--- src/rtl/vec_mac_pe.sv ---
// rtl/vec_mac_pe.sv - multi-lane signed MAC PE with 3-stage pipeline and framed accumulation
// Define VEC_MAC_PE_SAT_EN to saturate the result to OUT_W; otherwise the result is truncated.
`timescale 1ns/1ps
module vec_mac_pe #(
  parameter int DATA_W = 16,
  parameter int LANES  = 4,
  parameter int ACC_W  = 40,
  parameter int OUT_W  = 32,
  parameter int CNT_W  = 8
) (
  input  logic                      clk,
  input  logic                      rst_n,
  input  logic                      in_vld,
  output logic                      in_rdy,
  input  logic                      in_first,
  input  logic                      in_last,
  input  logic [LANES*DATA_W-1:0]   neuron,
  input  logic [LANES*DATA_W-1:0]   weight,
  output logic                      o_vld,
  input  logic                      o_rdy,
  output logic [OUT_W-1:0]          result,
  output logic [CNT_W-1:0]          o_cnt
);

  localparam int PROD_W = 2 * DATA_W;
  localparam logic [CNT_W-1:0] CNT_MAX = '1;

  logic                           w_stall;
  logic signed [PROD_W-1:0]       w_prod [LANES];
  logic signed [ACC_W-1:0]        w_node [1:2*LANES-1];
  logic signed [ACC_W-1:0]        w_acc_next;
  logic        [CNT_W-1:0]        w_cnt_next;
  logic        [OUT_W-1:0]        w_res;

  logic                           r_p1_vld, r_p1_first, r_p1_last;
  logic signed [PROD_W-1:0]       r_p1_prod [LANES];
  logic                           r_p2_vld, r_p2_first, r_p2_last;
  logic signed [ACC_W-1:0]        r_p2_sum;
  logic signed [ACC_W-1:0]        r_acc;
  logic        [CNT_W-1:0]        r_cnt;
  logic                           r_o_vld;
  logic        [OUT_W-1:0]        r_result;
  logic        [CNT_W-1:0]        r_o_cnt;

  // A held result freezes the whole pipeline, so nothing upstream can be overwritten.
  assign w_stall = r_o_vld & ~o_rdy;
  assign in_rdy  = ~w_stall;
  assign o_vld   = r_o_vld;
  assign result  = r_result;
  assign o_cnt   = r_o_cnt;

  for (genvar i = 0; i < LANES; i++) begin : g_lane
    logic signed [PROD_W-1:0] w_n, w_w;
    assign w_n       = PROD_W'($signed(neuron[i*DATA_W +: DATA_W]));
    assign w_w       = PROD_W'($signed(weight[i*DATA_W +: DATA_W]));
    assign w_prod[i] = w_n * w_w;
  end

  // Heap-ordered adder tree: leaves at LANES..2*LANES-1, root at index 1.
  always_comb begin
    for (int i = 0; i < LANES; i++) w_node[LANES+i] = ACC_W'(r_p1_prod[i]);
    for (int n = LANES - 1; n >= 1; n--) w_node[n] = w_node[2*n] + w_node[2*n+1];
  end

  assign w_acc_next = r_p2_first ? r_p2_sum : r_acc + r_p2_sum;
  assign w_cnt_next = r_p2_first ? CNT_W'(1) :
                      ((r_cnt == CNT_MAX) ? r_cnt : r_cnt + CNT_W'(1));

`ifdef VEC_MAC_PE_SAT_EN
  localparam logic signed [ACC_W-1:0] SAT_MAX = ACC_W'({1'b0, {(OUT_W-1){1'b1}}});
  localparam logic signed [ACC_W-1:0] SAT_MIN = ~SAT_MAX;

  always_comb begin
    w_res = w_acc_next[OUT_W-1:0];
    if (w_acc_next > SAT_MAX)      w_res = SAT_MAX[OUT_W-1:0];
    else if (w_acc_next < SAT_MIN) w_res = SAT_MIN[OUT_W-1:0];
  end
`else
  assign w_res = w_acc_next[OUT_W-1:0];
`endif

  always_ff @(posedge clk or negedge rst_n) begin
    if (!rst_n) begin
      r_p1_vld   <= 1'b0;
      r_p1_first <= 1'b0;
      r_p1_last  <= 1'b0;
      for (int i = 0; i < LANES; i++) r_p1_prod[i] <= '0;
      r_p2_vld   <= 1'b0;
      r_p2_first <= 1'b0;
      r_p2_last  <= 1'b0;
      r_p2_sum   <= '0;
      r_acc      <= '0;
      r_cnt      <= '0;
      r_o_vld    <= 1'b0;
      r_result   <= '0;
      r_o_cnt    <= '0;
    end else if (!w_stall) begin
      r_p1_vld   <= in_vld;
      r_p1_first <= in_first;
      r_p1_last  <= in_last;
      for (int i = 0; i < LANES; i++) r_p1_prod[i] <= w_prod[i];

      r_p2_vld   <= r_p1_vld;
      r_p2_first <= r_p1_first;
      r_p2_last  <= r_p1_last;
      r_p2_sum   <= w_node[1];

      if (r_p2_vld) begin
        r_acc <= w_acc_next;
        r_cnt <= w_cnt_next;
      end

      // Not stalled implies o_rdy whenever o_vld is high, so a new last replaces it bubble-free.
      if (r_p2_vld && r_p2_last) begin
        r_result <= w_res;
        r_o_cnt  <= w_cnt_next;
        r_o_vld  <= 1'b1;
      end else begin
        r_o_vld  <= 1'b0;
      end
    end
  end

endmodule

--- config.mk ---
export PLATFORM = sky130hd
export DESIGN_NAME = vec_mac_pe
export DESIGN_NICKNAME = d
export VERILOG_FILES = /design/src/rtl/vec_mac_pe.sv
export SDC_FILE = /design/constraint.sdc
export NUM_CORES = 2
export LEC_CHECK = 0
export ABC_CLOCK_PERIOD_IN_PS = 3900
export CORE_MARGIN = 10
export CORE_UTILIZATION = 55
export CTS_CLUSTER_SIZE = 24
export DETAILED_ROUTE_END_ITERATION = 6
export PLACE_DENSITY = 0.83
export SYNTH_ARGS = -nofsm -noshare
export SYNTH_HDL_FRONTEND = slang
export SYNTH_SLANG_ARGS = --single-unit
--- constraint.sdc ---
create_clock -name clk -period 3.9 [get_ports clk]
set_input_delay 0.78 -clock clk [delete_from_list [all_inputs] [get_ports clk]]
set_output_delay 0.78 -clock clk [all_outputs]
set_load 0.03 [all_outputs]
# == Word-level counts from Yosys, hierarchy flattened ==
# Index checks and enable logic that the tools add are counted.
# classes
eq_ne,1
mux,4
bitwise_logic,3
reduce_logical,3
n_mul,4
add_sub_neg,5
# op_table
cell,n
$mul A16 B16 Y32,4
$add A32 B32 Y33,2
$add A40 B40 Y40,1
$mux W40,1
$add A33 B33 Y34,1
$mux W8,2
$add A8 B1 Y8 const B,1
$eq A8 B8 Y1 const B,1
$reduce_and A2 Y1,2
$not A1 Y1,2
$and A1 B1 Y1,1
$logic_and A1 B1 Y1,1
$mux W1,1
# word_totals
inputBits,134
reg_bits,263
out_inout_bits,42
wordCells,36

# == Depth between registers and ports, before layout ==
# logic_depth
word_depth,4
mapped_depth,25
ltp_nobuf,23

# == Worst setup path after synthesis ==
# Ideal clock, no wire load.
# synth_timing
kind,input -> register
startpoint,input port neuron[47]
endpoint,register r_p1_prod[63] in the netlist's numbering
t_required_ns,3.763
path_slack_ns,-2.641
cell_stages,21
setup_ns,0.137
path_buffers,1
arrival_ns,6.404
cell_sequence,clkbuf_1 > nand2_1 > inv_1 > fa_1 > fa_1 > fa_1 > fa_1 > fa_1 > inv_1 > fa_1 > inv_1 > ha_1 > a21o_1 > a21o_1 > a221oi_1 > o21ai_0 > a41oi_1 > a21oi_1 > a31oi_1 > xnor2_1 > a21oi_1
# synth_between
elab_chain_len,1
# synth_rtl
element,line_no,text
start: declaration,17,"input logic [LANES*DATA_W-1:0] neuron,"
$mul A16 B16 Y32,56,assign w_prod[i] = w_n * w_w;
end: declaration,36,logic signed [PROD_W-1:0] r_p1_prod [LANES];
# No other way between the ends.
# A chain may end at the register's enable or synchronous reset.

# == Worst setup path after layout ==
# layout_timing
startpoint,input port weight[8]
endpoint,register r_p1_prod[126] in the netlist's numbering
# layout_between
elab_chain_len,1
# layout_rtl
element,line_no,text
start: declaration,18,"input logic [LANES*DATA_W-1:0] weight,"
$mul A16 B16 Y32,56,
# No other way between the ends.

==> impl_metrics.env <==
export IMPL_drive_gt1_share_pct=32.5
export IMPL_first_global_vias=53300
export IMPL_worst_pin_slew_ns=0.930
export IMPL_wirelength_microns=230000
export IMPL_setup_viol=121
export IMPL_skew_ns=0.0378
export IMPL_avgSynthCellArea_sq_um=9.22
export IMPL_clkTransAtPathRegs_ns=0.07
export IMPL_holdBufCountCts=0
export IMPL_drtIter0Drc=8293
export IMPL_synth_fp_nets=7364
export IMPL_num_rows=113
export IMPL_cts_tree="yes"
export IMPL_period_needed_ns=7.68
export IMPL_final_area_sq_um=71200
export IMPL_clk_latency_ns=0.61
export IMPL_crit_fanout=7
export IMPL_cts_buffers=26
export IMPL_fin_ws_ns=-3.78
export IMPL_nFillCells=5079
export IMPL_viasPerCell=6.53
export IMPL_grtUsageTotal_pct=32.6
export IMPL_ys_seq_elements=247
export IMPL_slew_viol_final=0
export IMPL_max_slew_margin_pct=38.0
export IMPL_clockBufferDepth=3
export IMPL_root_buffer="clkbuf_16"
export IMPL_cp_end_kind="register"
export IMPL_syn_inst=5728
export IMPL_num_io_pins=176
export IMPL_core_sq_um=95200
export IMPL_hold_violations=0
export IMPL_drv_cap=0
export IMPL_wl_per_cell_microns=28.4
export IMPL_grt_antenna_before_repair=19
export IMPL_worstSetupStartpointType="primary input"
export IMPL_syn_to_final_growth_pct=34.9
export IMPL_synth_ff_type="dfrtp_1"
export IMPL_vias=52700
export IMPL_drt_pass1_iterations=7
export IMPL_route_detailed_drc=666
export IMPL_hp_class="primary input to asynchronous set/reset pin"
export IMPL_dieArea_sq_um=109000
export IMPL_max_freq_ghz=0.130
export IMPL_cts_sinks=247
export IMPL_cp_arrival_ns=8.21
export IMPL_synthArstFlopShare_pct=100
export IMPL_dp_hpwl_microns=116000
export IMPL_io_buffer_count=175
export IMPL_ant_nets=0
export IMPL_crit_type="primary input to register"
export IMPL_syn_cell_area_sq_um=52800
export IMPL_grt_first_pass_wirelength_microns=280000
export IMPL_fp_dieH_microns=330
export IMPL_period_share_pct=197
export IMPL_fin_nets=8410
export IMPL_finalWeightedCongestion=0.914
export IMPL_grt_overflow=0
export IMPL_initial_core_util_pct=55.5
export IMPL_grt_max_degree=180
export IMPL_place_area_sq_um=62800
export IMPL_rsz0062_at_grt="true"
export IMPL_ys_types=81
export IMPL_final_util_pct=74.8
export IMPL_critical_path_required_ns=4.43
export IMPL_yosysWarnings=0
export IMPL_run_status="finished with violations"
export IMPL_ys_seq_area_share_pct=11.7
export IMPL_violations="DRC, setup timing"
export IMPL_htreeDepth=1
export IMPL_die_w_microns=330
export IMPL_synth_edf_count=0
[worst paths after layout]
kind	start	slack (ns)	end	depth (start not counted)
worst max-delay path	weight[8]	-3.78	r_p1_prod[126]	22
worst min-delay path	rst_n	0.14	o_cnt[5]	1
worst max register to register	r_p1_prod[65]	-0.42	r_p2_sum[27]	16
worst min register to register	o_cnt[4]	0.48	o_cnt[4]	1
max in group asynchronous	rst_n	2.84	r_p1_prod[0]	2
min in group clk	o_cnt[4]	0.48	o_cnt[4]	1
[layer usage]
metal	track usage, %	share of wire (%)	vias up
met3	7.40	16	2665
met4	22.5	12	38
li1	-	-	19600
met1	37.0	29	25100
met2	54.5	43	5379
met5	0	0.44	-
[placed cells by master (no fill, tap or decap), drive strengths merged, types with 8 or more instances in the layout]
cell           netlist  routed
a31oi               20      20
mux2i                8       8
or3                 12      12
inv               1179    1183
nand2              809     809
a311oi               9       9
xor2                63      63
and3                26      26
diode                0      15
o31a                 9       9
ha                 391     391
nand3               45      45
nor3                36      36
xnor2              124     124
o21bai              18      18
a21oi              206     206
nand2b              42      42
nor2               189     189
o21a                25      25
clkdlybuf4s50        0      49
clkbuf             186      44
o31ai               16      16
nor2b               15      15
o21ai              200     200
and2               499     499
buf                 14    1139
a211oi              22      22
a41oi               10      10
a21o                70      70
fa                1111    1111
clkinv               0      10
o211ai              21      21
dfrtp              247     247
[worst max-delay path, stage by stage]
cell,delay [ns]
clkdlybuf4s15_2,0.23
buf_6,0.16
nand2_1,0.37
fa_2,0.55
clkinv_4,0.14
fa_1,0.66
fa_1,0.98
fa_2,0.57
fa_1,0.54
inv_2,0.05
fa_1,0.44
inv_1,0.47
ha_4,0.32
buf_6,0.12
buf_6,0.11
a21o_1,0.19
a21oi_2,0.21
o21ai_1,0.15
a211oi_2,0.36
o21ai_2,0.17
a2111oi_2,0.44
a211o_1,0.16
[metrics by stage]
step | TNS, ns | instances | hold WS, ns | worst slack, ns
5_1_grt | -227.68 | 8062 | 0.193 | -4.05
3_3_place_gp | -249.90 | 7671 | 0.452 | -2.96
3_5_place_dp | -259.74 | 7671 | 0.463 | -3.04
4_1_cts | -148.73 | 8009 | 0.177 | -1.94
2_1_floorplan | -142.36 | 5728 | 0.439 | -2.10
6_report | -216.13 | 8074 | 0.143 | -3.78
[layout make-up]
cell class | count | area (sq um) | area share (%)
multi-input cells | 4102 | 46100 | 64.7
repair buffers | 1218 | 12000 | 16.8
flip-flops and latches | 247 | 6190 | 8.69
inverters | 1179 | 4480 | 6.28
well taps | 1265 | 1580 | 2.22
clock buffers | 30 | 666 | 0.935
clock inverters | 18 | 203 | 0.285
diodes | 15 | 37.5 | 0.0527
[sequential cells by signal, summed over array words and instances, names as in the netlist]
register,count
r_cnt,8
r_p2_first,1
r_p2_vld,1
r_p2_last,1
r_p1_vld,1
o_vld,1
o_cnt,8
r_p1_first,1
r_p2_sum,32
result,32
r_acc,32
r_p1_prod,128
r_p1_last,1
[repair_timing]
item                                    4_1_cts  5_1_grt
pin swaps                                   595      539
endpoints found under the setup margin      118      119
buffers inserted                            285      106
resized for setup                          1256      644
cloned                                       38        1
[synthesized netlist by cell type (44+ instances only)]
master	count	area, sq um
nor2_1	189	709
clkbuf_1	186	698
a21o_1	70	526
and2_1	499	3120
fa_1	1111	22200
nand3_1	44	220
o21ai_0	186	931
inv_1	1179	4430
nand2_1	809	3040
dfrtp_1	247	6180
ha_1	391	4890
xnor2_1	124	1090
xor2_1	63	552
a21oi_1	206	1030
[cells by family (layout without fill, tap and decap cells)]
family / after synthesis / count (layout) / share of synthesized area, %
multiplexers: 14 / 14 / 0.280
other: 0 / 15 / 0
AO/OA/AOI/OAI: 689 / 689 / 8.25
buffers and inverters: 1379 / 2445 / 9.81
adder cells (fa/ha/maj): 1502 / 1502 / 51.4
AND/OR/NAND/NOR: 1710 / 1710 / 15.5
flip-flops: 247 / 247 / 11.7
XOR/XNOR: 187 / 187 / 3.10
Power is left out: the tool's default activity adds up to more than one toggle a clock period on the data nets, which glitch-free logic cannot reach.
